**config.mk**
```make
export PLATFORM = sky130hd
export DESIGN_NAME = fetch_bus_scheduler
export DESIGN_NICKNAME = d
export VERILOG_FILES = /design/src/rtl/control_pkg.sv /design/src/rtl/rr_arbiter2.sv /design/src/rtl/fetch_bus_scheduler.sv
export SDC_FILE = /design/constraint.sdc
export NUM_CORES = 1
export LEC_CHECK = 0
export ABC_CLOCK_PERIOD_IN_PS = 3200
export CORE_MARGIN = 2
export CORE_UTILIZATION = 55
export DETAILED_ROUTE_END_ITERATION = 10
export PLACE_DENSITY_LB_ADDON = 0.25
export SETUP_SLACK_MARGIN = 0.2
export SLEW_MARGIN = 20
export SYNTH_ARGS = -nofsm -noshare
export SYNTH_HDL_FRONTEND = slang
export SYNTH_HIERARCHICAL = 1
export SYNTH_SLANG_ARGS = --single-unit
```
**constraint.sdc**
```tcl
create_clock -name clk -period 3.2 [get_ports clk]
set_input_delay 0.32 -clock clk [delete_from_list [all_inputs] [get_ports clk]]
set_output_delay 0.32 -clock clk [all_outputs]
set_load 0.05 [all_outputs]
```
**src/rtl/control_pkg.sv**
```systemverilog
// Shared encodings for the fetch bus scheduler: state/owner codes and arbiter request slots.
package control_pkg;

  // The bus_owner debug port carries this encoding unchanged.
  typedef enum logic [1:0] {
    ST_FETCH   = 2'd0,
    ST_MEM     = 2'd1,
    ST_DMA     = 2'd2,
    ST_RECOVER = 2'd3
  } owner_e;

  localparam int ARB_MEM = 0;
  localparam int ARB_DMA = 1;

  function automatic logic owner_is_steal(input owner_e st);
    return (st == ST_MEM) || (st == ST_DMA);
  endfunction

endpackage

```
**src/rtl/rr_arbiter2.sv**
```systemverilog
// Two-way round-robin arbiter. After any grant, the priority bit favours the
// requester that did not win.
module rr_arbiter2 (
  input  logic       clk,
  input  logic       rst_n,
  input  logic       en,
  input  logic [1:0] req,
  output logic [1:0] gnt
);

  // prio_q = 0: requester 0 wins a contest; prio_q = 1: requester 1 wins.
  logic prio_q;

  always_comb begin
    gnt = req;
    if (req[0] && req[1]) begin
      gnt = prio_q ? 2'b10 : 2'b01;
    end
  end

  always_ff @(posedge clk or negedge rst_n) begin
    if (!rst_n) begin
      prio_q <= 1'b0;
    end else if (en && (|req)) begin
      prio_q <= gnt[0];
    end
  end

endmodule

```
**src/rtl/fetch_bus_scheduler.sv**
```systemverilog
// Shares the 8-bit memory bus between instruction fetch, data accesses and DMA,
// framing every steal as fetch -> hold -> recover -> fetch.
module fetch_bus_scheduler
  import control_pkg::*;
#(
  parameter int MAX_DMA_BURST = 4,
  parameter int CNT_W         = 4
) (
  input  logic       clk,
  input  logic       rst_n,
  input  logic       mem_req,
  input  logic [1:0] mem_cycles,
  output logic       mem_ack,
  input  logic       dma_req,
  output logic       dma_grant,
  output logic       bus_request,
  output logic       fetch_suppress,
  output logic [1:0] bus_owner
);

  owner_e           state_q, state_n;
  logic [CNT_W-1:0] cyc_cnt_q, cyc_cnt_n;
  logic [CNT_W-1:0] burst_cnt_q, burst_cnt_n;
  logic [1:0]       arb_req, arb_gnt;
  logic             arb_en;

  assign arb_req[ARB_MEM] = mem_req;
  assign arb_req[ARB_DMA] = dma_req;
  assign arb_en           = (state_q == ST_FETCH);

  rr_arbiter2 u_arb (
    .clk   (clk),
    .rst_n (rst_n),
    .en    (arb_en),
    .req   (arb_req),
    .gnt   (arb_gnt)
  );

  always_comb begin
    state_n     = state_q;
    cyc_cnt_n   = cyc_cnt_q;
    burst_cnt_n = burst_cnt_q;
    case (state_q)
      ST_FETCH: begin
        if (arb_gnt[ARB_MEM]) begin
          state_n   = ST_MEM;
          // A zero cycle count is treated as a single-cycle access.
          cyc_cnt_n = (mem_cycles == 2'd0) ? '0 : (CNT_W'(mem_cycles) - CNT_W'(1));
        end else if (arb_gnt[ARB_DMA]) begin
          state_n     = ST_DMA;
          burst_cnt_n = CNT_W'(MAX_DMA_BURST - 1);
        end
      end
      ST_MEM: begin
        if (cyc_cnt_q == '0) begin
          state_n = ST_RECOVER;
        end else begin
          cyc_cnt_n = cyc_cnt_q - CNT_W'(1);
        end
      end
      ST_DMA: begin
        if (!dma_req || (burst_cnt_q == '0)) begin
          state_n = ST_RECOVER;
        end else begin
          burst_cnt_n = burst_cnt_q - CNT_W'(1);
        end
      end
      ST_RECOVER: begin
        state_n = ST_FETCH;
      end
      default: begin
        state_n = ST_FETCH;
      end
    endcase
  end

  // Outputs are registered from the next-state values so they line up with state_q.
  always_ff @(posedge clk or negedge rst_n) begin
    if (!rst_n) begin
      state_q        <= ST_FETCH;
      cyc_cnt_q      <= '0;
      burst_cnt_q    <= '0;
      mem_ack        <= 1'b0;
      dma_grant      <= 1'b0;
      bus_request    <= 1'b0;
      fetch_suppress <= 1'b0;
      bus_owner      <= 2'd0;
    end else begin
      state_q        <= state_n;
      cyc_cnt_q      <= cyc_cnt_n;
      burst_cnt_q    <= burst_cnt_n;
      mem_ack        <= (state_n == ST_MEM) && (cyc_cnt_n == '0);
      dma_grant      <= (state_n == ST_DMA);
      bus_request    <= owner_is_steal(state_n);
      fetch_suppress <= (state_n != ST_FETCH);
      bus_owner      <= state_n;
    end
  end

endmodule
```
# --- Word-level counts from Yosys, hierarchy flattened ---
# Index checks and enable logic that the tools add are counted.
# W data, S select, Z words.
totals:
  elab_cells: 49
  regBits: 15
  inputBits: 6
  output_inout_bits: 6
classes:
  eq_ne: 8
  mux: 15
  n_reduce_logical: 15
  n_addsub: 3
ops:
  columns: ["cell", "n"]
  rows:
  - ["$mux W4", 6]
  - ["$pmux W4 S2", 2]
  - ["$logic_not A4 Y1", 3]
  - ["$mux W2", 6]
  - ["$pmux W2 S4", 1]
  - ["$sub A4 B1 Y4 const B", 2]
  - ["$eq A2 B2 Y1 const B", 3]
  - ["$ne A2 B2 Y1 const B", 3]
  - ["$eq A2 B1 Y1 const B", 2]
  - ["$logic_not A2 Y1", 2]
  - ["$reduce_and A4 Y1", 1]
  - ["$reduce_bool A2 Y1", 2]
  - ["$logic_and A1 B1 Y1", 3]
  - ["$sub A2 B1 Y3 const B", 1]
  - ["$logic_or A1 B1 Y1", 2]
  - ["$reduce_or A2 Y1", 1]
  - ["$logic_not A1 Y1", 1]

# --- Logic depth before layout (Yosys ltp) ---
depth:
  ltp_word: 7
  depth_mapped: 8
  depth_no_buf: 8

# --- Modules after synthesis ---
# The synthesis kept the hierarchy.
modules_own_cells:
  columns: ["mod", "seq_area_each_um2", "area_per_inst_um2", "cells_per_inst", "instances"]
  rows:
  - ["fetch_bus_scheduler", 350.3, 772.0, 71, 1]
  - ["rr_arbiter2", 25.0, 55.1, 6, 1]

# --- Worst setup path before layout ---
# No wires, ideal clock.
synth_path:
  path_kind: "reg2reg"
  from: "register state_q[0]"
  to: "register mem_ack"
  arrival_ps: 1549
  path_stages_with_launch: 7
  setup_slack_ps: 1555
  setup_time_ps: 96
  t_required_ps: 3104
  period_less_slack_ps: 1645
  path_cell_list: "dfrtp_1 nor2_1 nand3b_1 and3_1 ha_1 nand3_1 nor4_2"
synth_rtl:
  columns: ["element", "line", "source"]
  rows:
  - ["from (decl)", "fetch_bus_scheduler.sv:21", "owner_e state_q, state_n;"]
  - ["from (signal assigned)", "fetch_bus_scheduler.sv:89", "state_q <= state_n;"]
  - ["$logic_not A2 Y1 *", null, null]
  - ["via arb_en", "fetch_bus_scheduler.sv:25", "logic arb_en;"]
  - ["$pmux W2 S4 or $pmux W4 S2 (tied branches)", "fetch_bus_scheduler.sv:43", "case (state_q)"]
  - ["$eq A2 B1 Y1 or $logic_not A4 Y1 (tied branches)", "fetch_bus_scheduler.sv:92", "mem_ack <= (state_n == ST_MEM) && (cyc_cnt_n == '0);"]
  - ["$logic_and A1 B1 Y1 *", "fetch_bus_scheduler.sv:92", null]
  - ["to (signal assigned)", "fetch_bus_scheduler.sv:92", null]
  - ["to (decl)", "fetch_bus_scheduler.sv:13", "output logic mem_ack,"]
# Mark *: on every way through the listed nets, which the timed path passes. The rest lies on a longest branch.
# A chain may end at the register's enable or synchronous reset.

==> impl_metrics.json <==
{
  "reg2reg_from": "u_arb/prio_q",
  "core.rowCount": 13,
  "synth-edff-count": 0,
  "antennaDiodeCount": 0,
  "num-fill-cells": 104,
  "final_cell_area_sq_um": 982,
  "layout_commonest_cell": "dfrtp_1",
  "worst-r2r-cell-count": 6,
  "cts.path.max_buffers": 2,
  "die-width_microns": 42.8,
  "detailroute.via_count": 598,
  "timing.critical_path.to_type": "primary output",
  "internal_power_w": 0.000556,
  "floorplan.initialDensity_pct": 61.3,
  "buffer_ports.inserted": 11,
  "insertion_delay_ps": 270,
  "final_min_period_over_clock_period_pct": 61.0,
  "vias_per_cell": 5.59,
  "cts_hold_repair.buffers": 0,
  "yosysUniqueCellTypes": 33,
  "io-pin-count": 12,
  "pin_count_of_the_biggest_net_entering_global_routing": 16,
  "rsz0062_at_grt": "no",
  "drtPass1Iterations": 4,
  "mappedNetlistArea_sq_um": 827,
  "synth-async-reset-ratio_pct": 100,
  "power.share.sequential_pct": 35.9,
  "timing.critical_path.required_ps": 2880,
  "antenna_violations_before_repair": 0,
  "synth_top_cells_by_area": "dfrtp_1 (45%), ha_1 (9.1%), inv_1 (5.0%)",
  "final_layout_size_suffix_gt1_share_pct": 12.0,
  "power.density_cell_area_mw_per_mm2": 1050,
  "worst_slew_pin_slew_ps": 635,
  "ys_seq_area_share_pct": 45.4,
  "vdd_ir_drop_max_v": 0.000780,
  "relative_slew_margins_pct": 57.5,
  "clock_power_share_pct": 10.1,
  "postCtsSetupBuffers": 0,
  "die_y_microns": 42.8,
  "gp_congestion": 0.795,
  "topRoutingLayerUsed": "met4",
  "antenna_violating_nets_post_route": 0,
  "run_status": "finished, final reports clean",
  "cp_cell_sequence": "clkdlybuf4s50_1",
  "post-route-drc-count": 0,
  "worstPathArrival_ps": 1630,
  "timing.final.crit_period_ps": 1950,
  "finalMaxSlewViolations": 0,
  "setup_tns_ps": 0,
  "placement.cell_area_sq_um": 956,
  "post_synth.cell_area_avg_sq_um": 10.7,
  "slowest_delay_ps": 850,
  "cts.sinks": 15,
  "met2RoutedLength_microns": 560,
  "synth.top_cell.area_share_pct": 45.4,
  "hold_path_class": "in2async",
  "synth.ff_latch_count": 15,
  "timing.final.setup_violations": 0,
  "core_region_area_sq_mm": 0.00135,
  "criticalPathCategory": "reg2out",
  "dp_hpwl_mm": 1.07,
  "clock_transition_time_at_the_flip_flop_clock_pins_of_the_worst_setup_and_hold_paths_ps": 80,
  "die_area_sq_mm": 0.00183,
  "p_comb_share_pct": 54.0,
  "post_dr_wirelength_cell_microns": 13.1,
  "net-switching-power_w": 0.000478,
  "worst_path_dominant_cell_family": "buffers and inverters",
  "first_global_vias": 546,
  "nNetsFinal": 105,
  "synthesis.nets": 89,
  "grt_pass1_wl_mm": 2.32,
  "route.layer.met1.wl_microns": 775,
  "timing_hold_violations_final": 0,
  "synth.yosys.warnings": 6,
  "syn_to_final_growth_pct": 18.8,
  "cts_buffers": 3,
  "wirelength_mm": 1.40,
  "timing.clock.skew_ps": 1.31,
  "timing.critical_path.from_type": "register",
  "globalRouteOverflowTotal": 0,
  "synth_cells": 77,
  "grt_usage_pct": 17.2,
  "htreeDepth": 1,
  "swShare_pct": 46.3,
  "maxClockFrequency_mhz": 513,
  "regToRegEndpoint": "mem_ack",
  "critPathMaxFanout": 9,
  "met3_layer_wire_length_in_the_routed_design_microns": 50,
  "reg2reg_slack_ps": 1510,
  "layout_common_cells": "dfrtp_1 (15), inv_1 (11), clkdlybuf4s50_1 (11)",
  "drt-initial-drc-count": 13,
  "critPathBufInv": 1,
  "synth_largest_area_cell": "dfrtp_1",
  "cellLeakagePower_nw": 0.443,
  "number_of_max_cap_violations": 0,
  "tritoncts_clock_tree": "yes",
  "post_cts_resized": 0,
  "critical_path.slowest_cell": "clkdlybuf4s50_1",
  "clock_tree.root_cell": "clkbuf_4",
  "synth_ff_type": "dfrtp_1"
}
==> state kept, by name, summed over array words and instances (netlist names) <==
register,flops
bus_request,1
cyc_cnt_q,4
u_arb/prio_q,1
state_q,2
dma_grant,1
fetch_suppress,1
burst_cnt_q,4
mem_ack,1
==> cells in the mapped netlist, drive strengths merged, types with 2 or more instances <==
library cell / count
o221ai: 2
inv: 11
o21ai: 7
a21oi: 3
ha: 6
nand3: 2
nand2b: 2
nor2: 4
nand2: 4
nor4: 2
a21boi: 2
dfrtp: 15
nor4bb: 2
==> logic make-up after synthesis <==
kind of cell               Yosys count  share of synthesized area [%]
buffers and inverters               11                           4.99
DFF                                 15                           45.4
AOI/OAI and AO/OA                   21                           18.8
adders and majority gates            6                           9.08
muxes                                1                           1.21
and+or+nand+nor                     23                           20.6
==> per-layer routing <==
layer  vias to the layer above  GRT usage (%)
met1                       276           25.1
met5                         -              0
met2                        12           23.3
li1                        308              -
met4                         0           9.38
met3                         2           3.83
==> through the flow <==
stage / power, W / hold slack (ps) / std cells / worst slack, ps / utilization, %
after CTS: 0.00104 / 454 / 107 / 1250 / 72.8
after detailed placement: 0.000937 / 503 / 103 / 1060 / 70.8
after floorplan: 0.000782 / 24.4 / 77 / 1560 / -
final: 0.00103 / 431 / 107 / 1250 / 72.8
after global routing: 0.00112 / 492 / 107 / 1190 / 72.8
after global placement: 0.000923 / 477 / 103 / 1140 / 70.8
==> power groups by stage <==
stage	clock (W)	combinational [W]	sequential, W
after floorplan	0	0.000321	0.000461
after global placement	0	0.000551	0.000372
after detailed placement	0	0.000562	0.000375
after CTS	0.000107	0.000563	0.000372
after global routing	0.000114	0.000615	0.000388
final	0.000104	0.000558	0.000372
==> layout make-up <==
class	instances	area (sq um)	share of cell area, %
Timing Repair Buffer	11	110	11.2
Clock buffer	4	26.3	2.68
Inverter	11	41.3	4.20
Multi-Input combinational cell	51	410	41.8
Sequential cell	15	375	38.2
Tap cell	15	18.8	1.91
==> worst max path at each step <==
stage | cells past startpoint | slack (ps) | start | endpoint
floorplan | 6 | 1560 | state_q[0] | mem_ack
global placement | 7 | 1140 | mem_req | mem_ack
detailed placement | 7 | 1060 | mem_req | mem_ack
CTS | 1 | 1250 | state_q[0] | bus_owner[0]
global route | 1 | 1190 | state_q[1] | bus_owner[1]
finish | 1 | 1250 | state_q[0] | bus_owner[0]
(Power assumes the default switching activity.)
